[src/rtl/prod_denorm_writer_pkg.sv]
// -----------------------------------------------------------------------------
// prod_denorm_writer_pkg
// Shared definitions for the product denormalizer / output RAM writer:
//   - default datapath widths shared with the upstream multiplier stages
//   - NORM_BIAS: shift count at which the truncated product needs no shift
//   - FRAME_LEN: number of results per output RAM frame
//   - FSM state encoding and shift direction type
// -----------------------------------------------------------------------------
package prod_denorm_writer_pkg;

   localparam int FRAME_LEN  = 8;
   localparam int NORM_BIAS  = 16;

   localparam int PROD_W_DEF = 16;
   localparam int RES_W_DEF  = 32;
   localparam int CNT_W_DEF  = 4;
   localparam int ADDR_W_DEF = $clog2(FRAME_LEN);

   typedef enum logic [1:0] {
      ST_IDLE  = 2'd0,
      ST_SHIFT = 2'd1,
      ST_WRITE = 2'd2,
      ST_DONE  = 2'd3
   } state_t;

   typedef enum logic {
      DIR_LEFT  = 1'b0,
      DIR_RIGHT = 1'b1
   } shift_dir_t;

endpackage

[src/rtl/prod_denorm_writer_bidir_shift_reg.sv]
// -----------------------------------------------------------------------------
// bidir_shift_reg
// W-bit register with parallel load and a one-bit-per-cycle shift in either
// direction. Vacated bit positions are zero-filled; bits shifted out are lost.
// Ports:
//   clk, rst  : clock, synchronous active-high reset (register -> 0)
//   load      : load load_val (has priority over shift_en)
//   load_val  : parallel load value
//   shift_en  : shift one position in direction dir
//   dir       : DIR_LEFT (towards MSB) or DIR_RIGHT (towards LSB)
//   q         : register contents
// -----------------------------------------------------------------------------
module bidir_shift_reg
   import prod_denorm_writer_pkg::*;
#(
   parameter int W = RES_W_DEF
) (
   input  logic         clk,
   input  logic         rst,
   input  logic         load,
   input  logic [W-1:0] load_val,
   input  logic         shift_en,
   input  shift_dir_t   dir,
   output logic [W-1:0] q
);

   // NOTE: registers are assigned with <= so every flop samples the values
   // present before the edge, independent of statement order.
   always_ff @(posedge clk) begin
      if (rst) begin
         q <= '0;
      end else if (load) begin
         q <= load_val;
      end else if (shift_en) begin
         if (dir == DIR_LEFT) q <= {q[W-2:0], 1'b0};
         else                 q <= {1'b0, q[W-1:1]};
      end
   end

endmodule

[src/rtl/prod_denorm_writer.sv]
// -----------------------------------------------------------------------------
// prod_denorm_writer
// Takes the truncated product of two normalized operands plus their leading-
// zero shift counts, denormalizes it by a serial shift (one bit per cycle)
// into a RES_W-bit result and writes it into the output RAM at a self-managed
// address. frame_done is set once the last address of the frame is written.
// Ports:
//   clk, rst            : clock, synchronous active-high reset
//   start               : one-cycle pulse, captures prod/sh_cnt1/sh_cnt2/zero_op
//   prod                : truncated product of operand top bytes
//   sh_cnt1, sh_cnt2    : left-shift counts applied to the operands
//   zero_op             : an operand was zero, result forced to 0
//   busy                : result in flight (capture until write completes)
//   done                : one-cycle pulse after each RAM write
//   frame_done          : sticky, set after the write to the last address
//   frame_clr           : clears frame_done and returns write address to 0
//   ram_wr/addr/data    : output RAM write port (data valid while ram_wr)
// -----------------------------------------------------------------------------
module prod_denorm_writer
   import prod_denorm_writer_pkg::*;
#(
   parameter int PROD_W = PROD_W_DEF,
   parameter int RES_W  = RES_W_DEF,
   parameter int CNT_W  = CNT_W_DEF,
   parameter int ADDR_W = ADDR_W_DEF
) (
   input  logic              clk,
   input  logic              rst,
   input  logic              start,
   input  logic [PROD_W-1:0] prod,
   input  logic [CNT_W-1:0]  sh_cnt1,
   input  logic [CNT_W-1:0]  sh_cnt2,
   input  logic              zero_op,
   output logic              busy,
   output logic              done,
   output logic              frame_done,
   input  logic              frame_clr,
   output logic              ram_wr,
   output logic [ADDR_W-1:0] ram_addr,
   output logic [RES_W-1:0]  ram_data
);

   // One extra bit so the sum of two counts (up to 30) and the bias fit.
   localparam int                AMT_W     = CNT_W + 1;
   localparam logic [AMT_W-1:0]  BIAS      = AMT_W'(NORM_BIAS);
   localparam logic [AMT_W-1:0]  AMT_ONE   = AMT_W'(1);
   localparam logic [ADDR_W-1:0] ADDR_ONE  = ADDR_W'(1);
   localparam logic [ADDR_W-1:0] LAST_ADDR = '1;

   state_t            state, state_nxt;
   logic [AMT_W-1:0]  total, amount, cnt;
   shift_dir_t        dir_in, dir;
   logic [ADDR_W-1:0] addr;
   logic              load, shift_en;
   logic [RES_W-1:0]  load_val, res;

   // The product is aligned as if both operands had exactly NORM_BIAS bits of
   // normalization; the difference from that decides direction and distance.
   assign total = AMT_W'(sh_cnt1) + AMT_W'(sh_cnt2);

   always_comb begin
      if (total <= BIAS) begin
         dir_in = DIR_LEFT;
         amount = BIAS - total;
      end else begin
         dir_in = DIR_RIGHT;
         amount = total - BIAS;
      end
   end

   assign load_val = zero_op ? '0 : RES_W'(prod);
   assign load     = (state == ST_IDLE) && start;
   assign shift_en = (state == ST_SHIFT) && (cnt != '0);

   bidir_shift_reg #(.W(RES_W)) u_shift (
      .clk      (clk),
      .rst      (rst),
      .load     (load),
      .load_val (load_val),
      .shift_en (shift_en),
      .dir      (dir),
      .q        (res)
   );

   always_ff @(posedge clk) begin
      if (rst) state <= ST_IDLE;
      else     state <= state_nxt;
   end

   // NOTE: every output of this block gets a default first, so no path
   // through the case can leave a signal unassigned and infer a latch.
   always_comb begin
      state_nxt = state;
      busy      = 1'b0;
      done      = 1'b0;
      ram_wr    = 1'b0;
      case (state)
         ST_IDLE:  if (start) state_nxt = ST_SHIFT;
         ST_SHIFT: begin
            busy = 1'b1;
            if (cnt == '0) state_nxt = ST_WRITE;
         end
         ST_WRITE: begin
            busy      = 1'b1;
            ram_wr    = 1'b1;
            state_nxt = ST_DONE;
         end
         ST_DONE: begin
            done      = 1'b1;
            state_nxt = ST_IDLE;
         end
         default:  state_nxt = ST_IDLE;
      endcase
   end

   // Shift counter and latched direction; inputs are only captured in IDLE.
   always_ff @(posedge clk) begin
      if (rst) begin
         cnt <= '0;
         dir <= DIR_LEFT;
      end else if (load) begin
         cnt <= amount;
         dir <= dir_in;
      end else if (shift_en) begin
         cnt <= cnt - AMT_ONE;
      end
   end

   // Write address and frame flag. frame_clr is applied last so it wins over
   // a same-cycle increment/set; the write itself still used the old address.
   always_ff @(posedge clk) begin
      if (rst) begin
         addr       <= '0;
         frame_done <= 1'b0;
      end else begin
         if (ram_wr) begin
            addr <= addr + ADDR_ONE;
            if (addr == LAST_ADDR) frame_done <= 1'b1;
         end
         if (frame_clr) begin
            addr       <= '0;
            frame_done <= 1'b0;
         end
      end
   end

   assign ram_addr = addr;
   assign ram_data = res;

endmodule
[config.mk]
export PLATFORM = sky130hd
export DESIGN_NAME = prod_denorm_writer
export DESIGN_NICKNAME = d
export VERILOG_FILES = /design/src/rtl/prod_denorm_writer_pkg.sv /design/src/rtl/prod_denorm_writer_bidir_shift_reg.sv /design/src/rtl/prod_denorm_writer.sv
export SDC_FILE = /design/constraint.sdc
export NUM_CORES = 1
export LEC_CHECK = 0
export CAP_MARGIN = 20
export CORE_MARGIN = 1
export CORE_UTILIZATION = 35
export DETAILED_ROUTE_END_ITERATION = 12
export PLACE_DENSITY = 0.67
export SYNTH_ARGS = -nofsm -noshare
export SYNTH_HDL_FRONTEND = slang
export SYNTH_HIERARCHICAL = 1
export SYNTH_SLANG_ARGS = --single-unit
[constraint.sdc]
create_clock -name clk -period 4.5 [get_ports clk]
set_input_delay 0.9 -clock clk [delete_from_list [all_inputs] [get_ports clk]]
set_output_delay 0.9 -clock clk [all_outputs]
set_load 0.05 [all_outputs]
==> impl_metrics.py <==
metrics = {
    "hold_path": {
        "hold_class": "reg2reg",
    },
    "grt": {
        "met2_usage": 0.2616,
        "grt-ovfl-total": 0,
        "antenna_found_initial": 0,
        "use_met1": 0.2145,
        "top_usage_layer": "met2",
        "grt_max_degree": 73,
        "track_usage": 0.1591,
        "grt_pass1_vias": 2447,
        "grt_pass1_wl_um": 11320,
        "met3_usage": 0.02927,
    },
    "clock_network": {
        "cts_tree": "done",
        "cts_setup_buffers": 0,
        "clockRootBuffer": "clkbuf_8",
        "cts_buffer_depth": 2,
        "clkSlewWorstSetupHoldPaths_ps": 80,
        "cts_sinks": 44,
        "ctsResizeCount": 0,
        "ctsHoldBuffers": 0,
        "htreeDepth": 2,
        "clkLatencyLatePin_ps": 300,
        "numCtsBuffers": 5,
    },
    "critical_path": {
        "worstPathRequired_ps": 3600,
        "cp_slowest_stage_delay_ps": 870,
        "critPathTopFamily": "buffers and inverters",
        "path_buf_inv": 2,
        "crit_type": "reg2out",
        "slowest_stage": "clkdlybuf4s50_1",
        "crit_fanout": 6,
        "crit_chain": "inv_1 -> ha_1 -> clkdlybuf4s50_1",
        "arrival_ps": 1970,
        "cp-end-kind": "primary output",
        "cp-start-kind": "flip-flop",
    },
    "floorplan": {
        "die-area_um2": 8683,
        "ioPinCount": 68,
        "initial_core_util": 0.3690,
        "die_x_um": 93.19,
        "core_um2": 7888,
        "rows": 32,
        "die_h_um": 93.19,
    },
    "sta": {
        "final.period_utilization": 0.6377,
        "rsz0062_at_grt": "false",
        "setup_viol": 0,
        "period_minus_slack_ps": 2870,
        "setup_ws_ps": 1630,
        "final.setup.tns_ps": 0,
        "fmax_mhz": 348.5,
        "worstMarginPinSlew_ps": 927.3,
        "hold_viol": 0,
        "slew_headroom": 0.3818,
        "report.final.slew_viol_count": 0,
        "fin_skew_ps": 3.868,
    },
    "cells_and_area": {
        "drive_above_1_share": 0.09559,
        "diodes": 0,
        "layout_common_cells": "66 x clkdlybuf4s50_1, 44 x nor2b_1, 44 x dfxtp_1",
        "mostFrequentLayoutCell": "clkdlybuf4s50_1",
        "num-nets-final": 451,
        "area_growth_pct": 28.07,
    },
    "logic_synthesis": {
        "ys_types": 49,
        "seq_area_frac_synth": 0.3027,
        "syn-cell-area_um2": 2910,
        "ys.flop_type": "dfxtp_1",
        "ys_ff_latch": 44,
        "synth.top_cells.by_area": "dfxtp_1 30%, nor2b_1 9.5%, o31ai_1 6.4%",
        "syn_area_per_cell_um2": 8.560,
        "netlist.area_leader.share": 0.3027,
        "synth_top_area_cell": "dfxtp_1",
        "synth_warnings": 6,
        "synthArstFlopShare": 0,
        "synth_edf_count": 0,
        "syn_inst": 340,
    },
    "detailed_routing": {
        "ant_nets": 0,
        "routed_wl_um": 6605,
        "dr.pass1.iters": 4,
        "via_count": 2590,
        "initialDrtViolationCount": 156,
        "drt-vias-per-instance": 5.078,
        "route.detailed.drc": 0,
        "wire_per_inst_um": 12.95,
    },
    "placed_design": {
        "place_hpwl_um": 4422,
        "port_buffers": 67,
        "pre_cts_slack_ps": 1316,
        "gp_congestion": 0.7632,
    },
    "run_status": {
        "status": "finished clean",
    },
    "power_and_ir_drop": {
        "cellPowerDensity_nw_per_um2": 631.4,
        "ir_worst_vdd_mv": 0.4007,
        "total_leakage_power_nw": 1.477,
    },
    "run": {
        "maxCapViolCount": 0,
    },
}
[per-layer routing]
layer  wire, um  vias up
met5          0        -
met4         51        0
met3        237        4
met2       3015       52
met1       3300     1212
li1           -     1322
[layout make-up]
class                           instances  area (um^2)
Tap cell                              102        127.6
Sequential cell                        44        880.8
Inverter                               17        66.31
Multi-Input combinational cell        269         1844
Fill cell                             778         4160
Clock inverter                          2        35.03
Clock buffer                            6        72.57
Timing Repair Buffer                   70        700.7
[cell families (layout without fill, tap and decap cells)]
kind of cell,count (synthesis),count (layout),synth area share
AOI/OAI and AO/OA,87,87,0.2352
other,1,16,0.001289
xor gates and xnor gates,5,5,0.01763
muxes,7,7,0.02408
buffers and inverters,42,95,0.08297
DFF,44,44,0.3027
adders and majority gates,15,15,0.06707
and+or+nand+nor,139,139,0.2691
[through the flow]
step / util / cells / hold WS (ps) / cell area, um^2 / power, mW
6_report: 0.4726 / 510 / 488.4 / 3727 / 2.353
5_1_grt: 0.4726 / 510 / 509.5 / 3727 / 2.517
4_1_cts: 0.4700 / 509 / 492.0 / 3707 / 2.355
2_1_floorplan: - / 355 / 502.9 / 2967 / 1.730
3_5_place_dp: 0.4564 / 501 / 479.9 / 3600 / 2.044
3_3_place_gp: 0.4564 / 501 / 478.8 / 3600 / 2.026
[tightest hold or removal path, stage by stage (launching register included)]
cell and delay (ps):
dfxtp_1 340, nand2_1 60, o31ai_1 50
[report_power, final]
| part | leakage, nW | internal (mW) | switching (mW) | total [mW] |
|---|---|---|---|---|
| Sequential | 0.363 | 0.519 | 0.130 | 0.649 |
| Combinational | 1.06 | 0.525 | 0.876 | 1.40 |
| Clock | 0.0552 | 0.165 | 0.138 | 0.303 |
[state kept, by name, summed over array words and instances (netlist names)]
signal      cells
u_shift/q      32
state           2
ram_addr        3
cnt             5
dir             1
frame_done      1
[final timing paths]
| kind | from | endpoint | slack [ps] | depth (start not counted) |
|---|---|---|---|---|
| max | state[0] | ram_wr | 1630 | 3 |
| min reg2reg | u_shift/q[25] | u_shift/q[26] | 490 | 2 |
| min | u_shift/q[25] | u_shift/q[26] | 490 | 2 |
| max reg2reg | state[1] | u_shift/q[2] | 2430 | 8 |
[cells in the mapped netlist, types with 3 or more instances]
cell	instances
a211oi_1	24
a211oi_2	3
a21oi_1	13
a311oi_1	5
and2b_2	3
and3_1	19
and3_2	5
buf_2	5
buf_4	3
buf_6	6
clkbuf_1	8
dfxtp_1	44
ha_1	14
inv_1	15
mux2i_1	7
nand2_1	34
nand3_1	4
nor2_1	15
nor2b_1	44
nor3_1	6
o31ai_1	25
o31ai_2	3
xnor2_1	4
No activity file was read; power rests on OpenSTA's default activity.
